$ cat src/rtl/cv32e40s_register_file_scrub_if.sv
// Read/write port bundle of the parity-protected register file.
// The core side drives addresses and write data; the register file returns read data and parity flags.
interface cv32e40s_register_file_scrub_if #(
  parameter int DATA_WIDTH      = 32,
  parameter int NUM_WORDS       = 32,
  parameter int NUM_READ_PORTS  = 2,
  parameter int NUM_WRITE_PORTS = 2
);
  localparam int ADDR_WIDTH = $clog2(NUM_WORDS);

  logic [NUM_READ_PORTS-1:0][ADDR_WIDTH-1:0]  raddr_i;
  logic [NUM_READ_PORTS-1:0][DATA_WIDTH-1:0]  rdata_o;
  logic [NUM_READ_PORTS-1:0]                  rdata_err_o;
  logic [NUM_WRITE_PORTS-1:0][ADDR_WIDTH-1:0] waddr_i;
  logic [NUM_WRITE_PORTS-1:0][DATA_WIDTH-1:0] wdata_i;
  logic [NUM_WRITE_PORTS-1:0]                 we_i;

  modport master (
    output raddr_i, waddr_i, wdata_i, we_i,
    input  rdata_o, rdata_err_o
  );

  modport slave (
    input  raddr_i, waddr_i, wdata_i, we_i,
    output rdata_o, rdata_err_o
  );
endinterface

$ cat src/rtl/cv32e40s_register_file_scrub.sv
// Register file with per-byte parity, checked reads and a background scrubber with a sticky error record.
// Optional same-cycle write-to-read bypass is enabled by defining CV32E40S_RF_BYPASS_EN.
module cv32e40s_register_file_scrub #(
  parameter int DATA_WIDTH      = 32,
  parameter int NUM_WORDS       = 32,
  parameter int NUM_READ_PORTS  = 2,
  parameter int NUM_WRITE_PORTS = 2
) (
  input  logic                                 clk,
  input  logic                                 rst_n,
  cv32e40s_register_file_scrub_if.slave        rf,
  input  logic                                 scrub_en_i,
  output logic [$clog2(NUM_WORDS)-1:0]         scrub_idx_o,
  output logic                                 err_valid_o,
  output logic [$clog2(NUM_WORDS)-1:0]         err_addr_o,
  output logic                                 err_src_o,
  input  logic                                 err_clr_i,
  output logic                                 alert_o
);
  localparam int ADDR_WIDTH = $clog2(NUM_WORDS);
  localparam int PAR_WIDTH  = DATA_WIDTH / 8;
  localparam int WORD_WIDTH = DATA_WIDTH + PAR_WIDTH;

  typedef logic [DATA_WIDTH-1:0] data_t;
  typedef logic [PAR_WIDTH-1:0]  par_t;
  typedef logic [WORD_WIDTH-1:0] word_t;
  typedef logic [ADDR_WIDTH-1:0] addr_t;
  typedef enum logic {IDLE, SCAN} state_e;

  // Odd bytes carry inverted parity so an all-zero word is never a legal encoding.
  function automatic par_t gen_par(data_t d);
    par_t p;
    for (int b = 0; b < PAR_WIDTH; b++) begin
      p[b] = (^d[8*b +: 8]) ^ b[0];
    end
    return p;
  endfunction

  function automatic logic word_ok(word_t w);
    return gen_par(w[DATA_WIDTH-1:0]) == w[WORD_WIDTH-1:DATA_WIDTH];
  endfunction

  function automatic logic addr_ok(addr_t a);
    return (a != '0) && (int'(a) < NUM_WORDS);
  endfunction

  localparam word_t RESET_WORD = {gen_par(data_t'(0)), data_t'(0)};
  localparam addr_t FIRST_IDX  = addr_t'(1);
  localparam addr_t LAST_IDX   = addr_t'(NUM_WORDS - 1);

  word_t  mem_q [NUM_WORDS];
  state_e state_q;
  addr_t  scrub_idx_q;
  logic   err_valid_q;
  addr_t  err_addr_q;
  logic   err_src_q;
  logic   alert_q;

  logic [NUM_WRITE_PORTS-1:0] wr_valid;
  logic                       scrub_hit;
  logic                       scrub_err;
  logic                       new_err;
  addr_t                      new_addr;
  logic                       new_src;

  // NOTE: every signal assigned in an always_comb gets a default first, so no path can infer a latch.
  always_comb begin
    wr_valid = '0;
    for (int w = 0; w < NUM_WRITE_PORTS; w++) begin
      wr_valid[w] = rf.we_i[w] && addr_ok(rf.waddr_i[w]);
    end
  end

  always_comb begin
    rf.rdata_o     = '0;
    rf.rdata_err_o = '0;
    for (int r = 0; r < NUM_READ_PORTS; r++) begin
      if (addr_ok(rf.raddr_i[r])) begin
        rf.rdata_o[r]     = mem_q[rf.raddr_i[r]][DATA_WIDTH-1:0];
        rf.rdata_err_o[r] = !word_ok(mem_q[rf.raddr_i[r]]);
`ifdef CV32E40S_RF_BYPASS_EN
        for (int w = 0; w < NUM_WRITE_PORTS; w++) begin
          if (wr_valid[w] && (rf.waddr_i[w] == rf.raddr_i[r])) begin
            rf.rdata_o[r]     = rf.wdata_i[w];
            rf.rdata_err_o[r] = 1'b0;
          end
        end
`endif
      end
    end
  end

  // A word being rewritten this cycle is skipped: its stored copy is about to be replaced.
  always_comb begin
    scrub_hit = 1'b0;
    for (int w = 0; w < NUM_WRITE_PORTS; w++) begin
      if (rf.we_i[w] && (rf.waddr_i[w] == scrub_idx_q)) scrub_hit = 1'b1;
    end
    scrub_err = (state_q == SCAN) && scrub_en_i && !scrub_hit && !word_ok(mem_q[scrub_idx_q]);
  end

  // Descending walk leaves the lowest erroring read port as the reported source.
  always_comb begin
    new_err  = (|rf.rdata_err_o) || scrub_err;
    new_addr = scrub_idx_q;
    new_src  = 1'b1;
    for (int r = NUM_READ_PORTS - 1; r >= 0; r--) begin
      if (rf.rdata_err_o[r]) begin
        new_addr = rf.raddr_i[r];
        new_src  = 1'b0;
      end
    end
  end

  // NOTE: the array is reset like any other state because the all-zero pattern is itself a parity error.
  always_ff @(posedge clk or negedge rst_n) begin
    if (!rst_n) begin
      for (int i = 0; i < NUM_WORDS; i++) mem_q[i] <= RESET_WORD;
    end else begin
      // NOTE: non-blocking updates resolve in program order, so the highest write port lands last and wins.
      for (int w = 0; w < NUM_WRITE_PORTS; w++) begin
        if (wr_valid[w]) mem_q[rf.waddr_i[w]] <= {gen_par(rf.wdata_i[w]), rf.wdata_i[w]};
      end
    end
  end

  always_ff @(posedge clk or negedge rst_n) begin
    if (!rst_n) begin
      state_q     <= IDLE;
      scrub_idx_q <= FIRST_IDX;
    end else begin
      case (state_q)
        IDLE: if (scrub_en_i) state_q <= SCAN;
        SCAN: begin
          if (!scrub_en_i) begin
            state_q <= IDLE;
          end else begin
            scrub_idx_q <= (scrub_idx_q == LAST_IDX) ? FIRST_IDX : scrub_idx_q + FIRST_IDX;
          end
        end
        default: state_q <= IDLE;
      endcase
    end
  end

  // A coincident clear and new error re-arms the record with the new error.
  always_ff @(posedge clk or negedge rst_n) begin
    if (!rst_n) begin
      err_valid_q <= 1'b0;
      err_addr_q  <= '0;
      err_src_q   <= 1'b0;
      alert_q     <= 1'b0;
    end else begin
      alert_q <= new_err;
      if (new_err && (!err_valid_q || err_clr_i)) begin
        err_valid_q <= 1'b1;
        err_addr_q  <= new_addr;
        err_src_q   <= new_src;
      end else if (err_clr_i) begin
        err_valid_q <= 1'b0;
      end
    end
  end

  assign scrub_idx_o = scrub_idx_q;
  assign err_valid_o = err_valid_q;
  assign err_addr_o  = err_addr_q;
  assign err_src_o   = err_src_q;
  assign alert_o     = alert_q;
endmodule
$ cat src/flat_wrapper.sv
// flat-port wrapper written by rule: the top's interface ports become plain ports
module cv32e40s_register_file_scrub_flat 
#(
  parameter int DATA_WIDTH      = 32,
  parameter int NUM_WORDS       = 32,
  parameter int NUM_READ_PORTS  = 2,
  parameter int NUM_WRITE_PORTS = 2
)
  (clk, rst_n, scrub_en_i, scrub_idx_o, err_valid_o, err_addr_o, err_src_o, err_clr_i, alert_o, rf_raddr_i, rf_waddr_i, rf_wdata_i, rf_we_i, rf_rdata_o, rf_rdata_err_o);
  cv32e40s_register_file_scrub_if #(.DATA_WIDTH(DATA_WIDTH), .NUM_WORDS(NUM_WORDS), .NUM_READ_PORTS(NUM_READ_PORTS), .NUM_WRITE_PORTS(NUM_WRITE_PORTS)) rf_i ();
  input  logic clk;
  input  logic rst_n;
  input  logic scrub_en_i;
  output logic [$clog2(NUM_WORDS)-1:0] scrub_idx_o;
  output logic err_valid_o;
  output logic [$clog2(NUM_WORDS)-1:0] err_addr_o;
  output logic err_src_o;
  input  logic err_clr_i;
  output logic alert_o;
  input wire logic [$bits(rf_i.raddr_i)-1:0] rf_raddr_i;
  input wire logic [$bits(rf_i.waddr_i)-1:0] rf_waddr_i;
  input wire logic [$bits(rf_i.wdata_i)-1:0] rf_wdata_i;
  input wire logic [$bits(rf_i.we_i)-1:0] rf_we_i;
  output wire logic [$bits(rf_i.rdata_o)-1:0] rf_rdata_o;
  output wire logic [$bits(rf_i.rdata_err_o)-1:0] rf_rdata_err_o;
  assign rf_i.raddr_i = rf_raddr_i;
  assign rf_i.waddr_i = rf_waddr_i;
  assign rf_i.wdata_i = rf_wdata_i;
  assign rf_i.we_i = rf_we_i;
  assign rf_rdata_o = rf_i.rdata_o;
  assign rf_rdata_err_o = rf_i.rdata_err_o;
  cv32e40s_register_file_scrub #(.DATA_WIDTH(DATA_WIDTH), .NUM_WORDS(NUM_WORDS), .NUM_READ_PORTS(NUM_READ_PORTS), .NUM_WRITE_PORTS(NUM_WRITE_PORTS)) u_core (.clk(clk), .rst_n(rst_n), .rf(rf_i), .scrub_en_i(scrub_en_i), .scrub_idx_o(scrub_idx_o), .err_valid_o(err_valid_o), .err_addr_o(err_addr_o), .err_src_o(err_src_o), .err_clr_i(err_clr_i), .alert_o(alert_o));
endmodule
$ cat config.mk
export PLATFORM = sky130hd
export DESIGN_NAME = cv32e40s_register_file_scrub_flat
export DESIGN_NICKNAME = d
export VERILOG_FILES = /design/src/rtl/cv32e40s_register_file_scrub_if.sv /design/src/rtl/cv32e40s_register_file_scrub.sv /design/src/flat_wrapper.sv
export SDC_FILE = /design/constraint.sdc
export NUM_CORES = 2
export LEC_CHECK = 0
export ABC_CLOCK_PERIOD_IN_PS = 4650
export CAP_MARGIN = 20
export CORE_MARGIN = 1
export CORE_UTILIZATION = 40
export CTS_CLUSTER_SIZE = 25
export DETAILED_ROUTE_END_ITERATION = 8
export PLACE_DENSITY = 0.69
export SYNTH_ARGS = -nofsm -noshare
export SYNTH_HDL_FRONTEND = slang
export SYNTH_SLANG_ARGS = --single-unit
$ cat constraint.sdc
create_clock -name clk -period 4.65 [get_ports clk]
set_input_delay 0.93 -clock clk [delete_from_list [all_inputs] [get_ports clk]]
set_output_delay 0.93 -clock clk [all_outputs]
set_load 0.1 [all_outputs]
==> impl_metrics.py <==
metrics = {
    "outcome": {
        "outcome": "finished with violations",
        "violations": "DRC, setup timing",
    },
    "synthesis": {
        "synth.avg_cell_area_um2": 9.97,
        "synthTopCellsByArea": "dfrtp_1 (33%), mux4_2 (22%), mux2i_1 (10%)",
        "synth-edff-count": 0,
        "synthArstFlopShare": 1.00,
        "synth_nets": 8376,
        "synth_seq_cells": 1166,
        "synthCells": 8284,
        "synth.top_cell.area_share": 0.333,
        "synth_area_um2": 82600,
        "ys.warnings.count": 0,
        "ys_types": 71,
        "synth_top_area_cell": "dfrtp_1",
        "yosysSeqAreaShare": 0.354,
        "ys.flop_type": "dfrtp_1",
    },
    "drt": {
        "finalWirelength_um": 419000,
        "drc": 14,
        "drt_first_pass_iters": 9,
        "dr.first_iter.drc_count": 14700,
        "via_count": 80300,
        "antenna_left": 0,
        "via_per_inst": 7.11,
        "wire_per_inst_um": 37.1,
    },
    "die": {
        "start_util": 0.403,
        "fp-row-count": 166,
        "die_w_um": 457,
        "pin_count": 169,
        "die_h_um": 457,
        "die-area_um2": 208000,
        "fp.coreArea_um2": 205000,
    },
    "clocking": {
        "cts_buffers": 139,
        "worst_skew_pair.late_latency_ps": 850,
        "cts_sinks": 1166,
        "h-tree-depth": 4,
        "clk_pin_slew_ps": 50,
        "cts_root_buffer": "clkbuf_16",
        "ctsHoldBuffers": 0,
        "cts_tree": "built",
        "cts_buffer_depth": 3,
    },
    "finish": {
        "drive_gt1_frac": 0.274,
        "area_delta_synth_final_pct": 21.0,
        "stdcell_area_um2": 100000,
        "post-route-util": 0.488,
        "nNetsFinal": 8567,
        "layout_common_cells": "nand2_1 (1,614), dfrtp_1 (1,095), mux2i_1 (837)",
        "stdcell_count": 11300,
        "final_common_cell": "nand2_1",
    },
    "critical_path": {
        "cp-start-kind": "input port",
        "cp.arrival_ps": 4380,
        "crit_fanout": 25,
        "startpoint": "rf_raddr_i[8]",
        "critPathRequiredTime_ps": 3720,
        "worst-setup-path-type": "in2out",
        "crit_path_end_kind": "output pin",
        "rr_startpoint": "u_core.scrub_idx_o[0]$_DFFE_PN1P_",
    },
    "power_and_ir_drop": {
        "p_int_mw": 31.9,
        "p_total_mw": 53.8,
        "switching_share": 0.408,
        "pwr-share-comb": 0.468,
        "p_leak_nw": 43.4,
        "power.clock.fraction": 0.222,
        "peakVddDrop_v": 0.000750,
        "seqPwrFrac": 0.310,
        "p_sw_mw": 21.9,
        "power.density_nw_per_um2": 539,
    },
    "grt": {
        "antenna_found_initial": 26,
        "grt_pass1_vias": 76200,
        "grt.overflow.total": 0,
        "grt_usage": 0.393,
        "grt_start_max_net_pins": 120,
        "grt_pass1_wl_um": 584000,
    },
    "timing": {
        "period_share": 1.14,
        "setup_ws_ps": -660,
        "hold_violations": 0,
        "fmax_mhz": 188,
        "rsz0062_at_grt": "yes",
        "clock_skew_ps": 28.0,
        "finalMaxSlewViolations": 0,
        "maxSlewHeadroom": 0.140,
        "setup_viol": 5,
        "period_needed_ps": 5310,
        "tightestPinTransition_ps": 1290,
    },
    "job": {
        "cap_violations": 0,
    },
    "placement": {
        "port_buffers": 168,
        "dpl.hpwl_um": 264000,
        "pre_cts_ws_ps": -1190,
        "placed_cells": 10900,
        "place.gp.congestion": 1.02,
        "dpl_cell_area_um2": 92600,
    },
    "min_path": {
        "hold_class": "in2async",
    },
}
## worst paths after layout
| path | to | slack (ps) | depth (start not counted) |
|---|---|---|---|
| min in group clk | u_core.mem_q[1151]$_DFF_PN1_ | 380 | 0 |
| max | rf_rdata_err_o[1] | -660 | 15 |
| min | u_core.mem_q[1096]$_DFF_PN0_ | 130 | 1 |
| min reg2reg | u_core.mem_q[1151]$_DFF_PN1_ | 380 | 0 |
| max reg2reg | u_core.err_addr_o[0]$_DFFE_PN0P_ | -90 | 15 |
| max in group asynchronous | u_core.mem_q[99]$_DFF_PN0_ | 3280 | 3 |
## stage by stage
stage / hold slack [ps] / TNS [ps]
2_1_floorplan: 438 / -1270
4_1_cts: 157 / -1190
3_3_place_gp: 377 / -8010
3_5_place_dp: 375 / -8560
6_report: 132 / -1570
5_1_grt: 166 / -1610
## layout make-up
class                   count  area, µm²
fillers                 17900     105000
repair buffers           1069      12200
inverters                  10       41.3
diodes                     19       47.5
multi-input cells        6089      50100
flip-flops and latches   1166      29300
well taps                2688       3360
clock buffers             200       4080
clock inverters            53        788
## worst max-delay path: stages
cell	delay (ps)
buf_12	220
inv_2	80
buf_12	160
nor2_1	460
buf_4	270
a22o_1	200
a221oi_2	80
xnor2_1	260
buf_4	190
xnor3_2	470
xnor2_4	180
buf_4	170
and4_4	150
nor2_4	260
buf_12	220
## synth_stat cells (all sizes together) (4+ instances only)
cell and number:
nor2b 37, dfstp 65, and4 4, nor2 767, nand4 11, o221ai 39, dfrtp 1101, and3 8
inv 8, nor4 5, a31oi 457, xnor2 103, nand3 43, a22oi 74, a31o 6, and2 16
mux2 34, o211ai 30, o22ai 36, xor2 31, a22o 13, a21oi 254, nand2 1649, nand2b 13
o21ai 623, mux4 818, nand3b 4, xnor3 19, a221oi 40, nor3 8, a211oi 6, mux2i 856
clkbuf 719, a32oi 30, a2111oi 5, a211o 10, a221o 8, buf 300
## flip-flops by register name, indices dropped and copies added, names as in the netlist
| signal | count |
|---|---|
| u_core.mem_q | 1152 |
| u_core.err_addr_o | 5 |
| u_core.scrub_idx_o | 5 |
| u_core.alert_o | 1 |
| u_core.err_src_o | 1 |
| u_core.err_valid_o | 1 |
| u_core.state_q | 1 |
## power groups by stage
stage | Sequential, mW | Clock (mW) | Combinational (mW)
final | 16.7 | 12.0 | 25.2
after global routing | 16.8 | 12.3 | 25.8
after CTS | 16.3 | 11.9 | 23.9
after detailed placement | 16.5 | 0 | 22.8
after global placement | 16.3 | 0 | 22.5
after floorplan | 15.3 | 0 | 14.6
## kinds of logic after synthesis
| kind of cell | Yosys count | synth area share |
|---|---|---|
| and+or+nand+nor | 2577 | 0.122 |
| muxes | 1708 | 0.331 |
| AOI/OAI and AO/OA | 1649 | 0.119 |
| DFF | 1166 | 0.354 |
| buffers and inverters | 1029 | 0.0543 |
| xor gates and xnor gates | 153 | 0.0194 |
| adders and majority gates | 2 | 0.000303 |
## per-layer routing
layer | GRT usage | up-vias | part of all wire | wire length [µm]
li1 | - | 30600 | - | -
met1 | 0.474 | 39200 | 0.33 | 139000
met2 | 0.536 | 8112 | 0.40 | 166000
met3 | 0.174 | 2383 | 0.17 | 69200
met4 | 0.324 | 30 | 0.10 | 43800
met5 | 0.00804 | - | 0.00092 | 386
## timing repair
action | in CTS | in global routing
pin swaps | 26 | 33
hold endpoints to repair | 0 | 0
resized for setup | 127 | 89
setup buffers | 48 | 47
gates cloned | 14 | 3
endpoints found under the setup margin | 10 | 8
(Power assumes the default switching activity.)
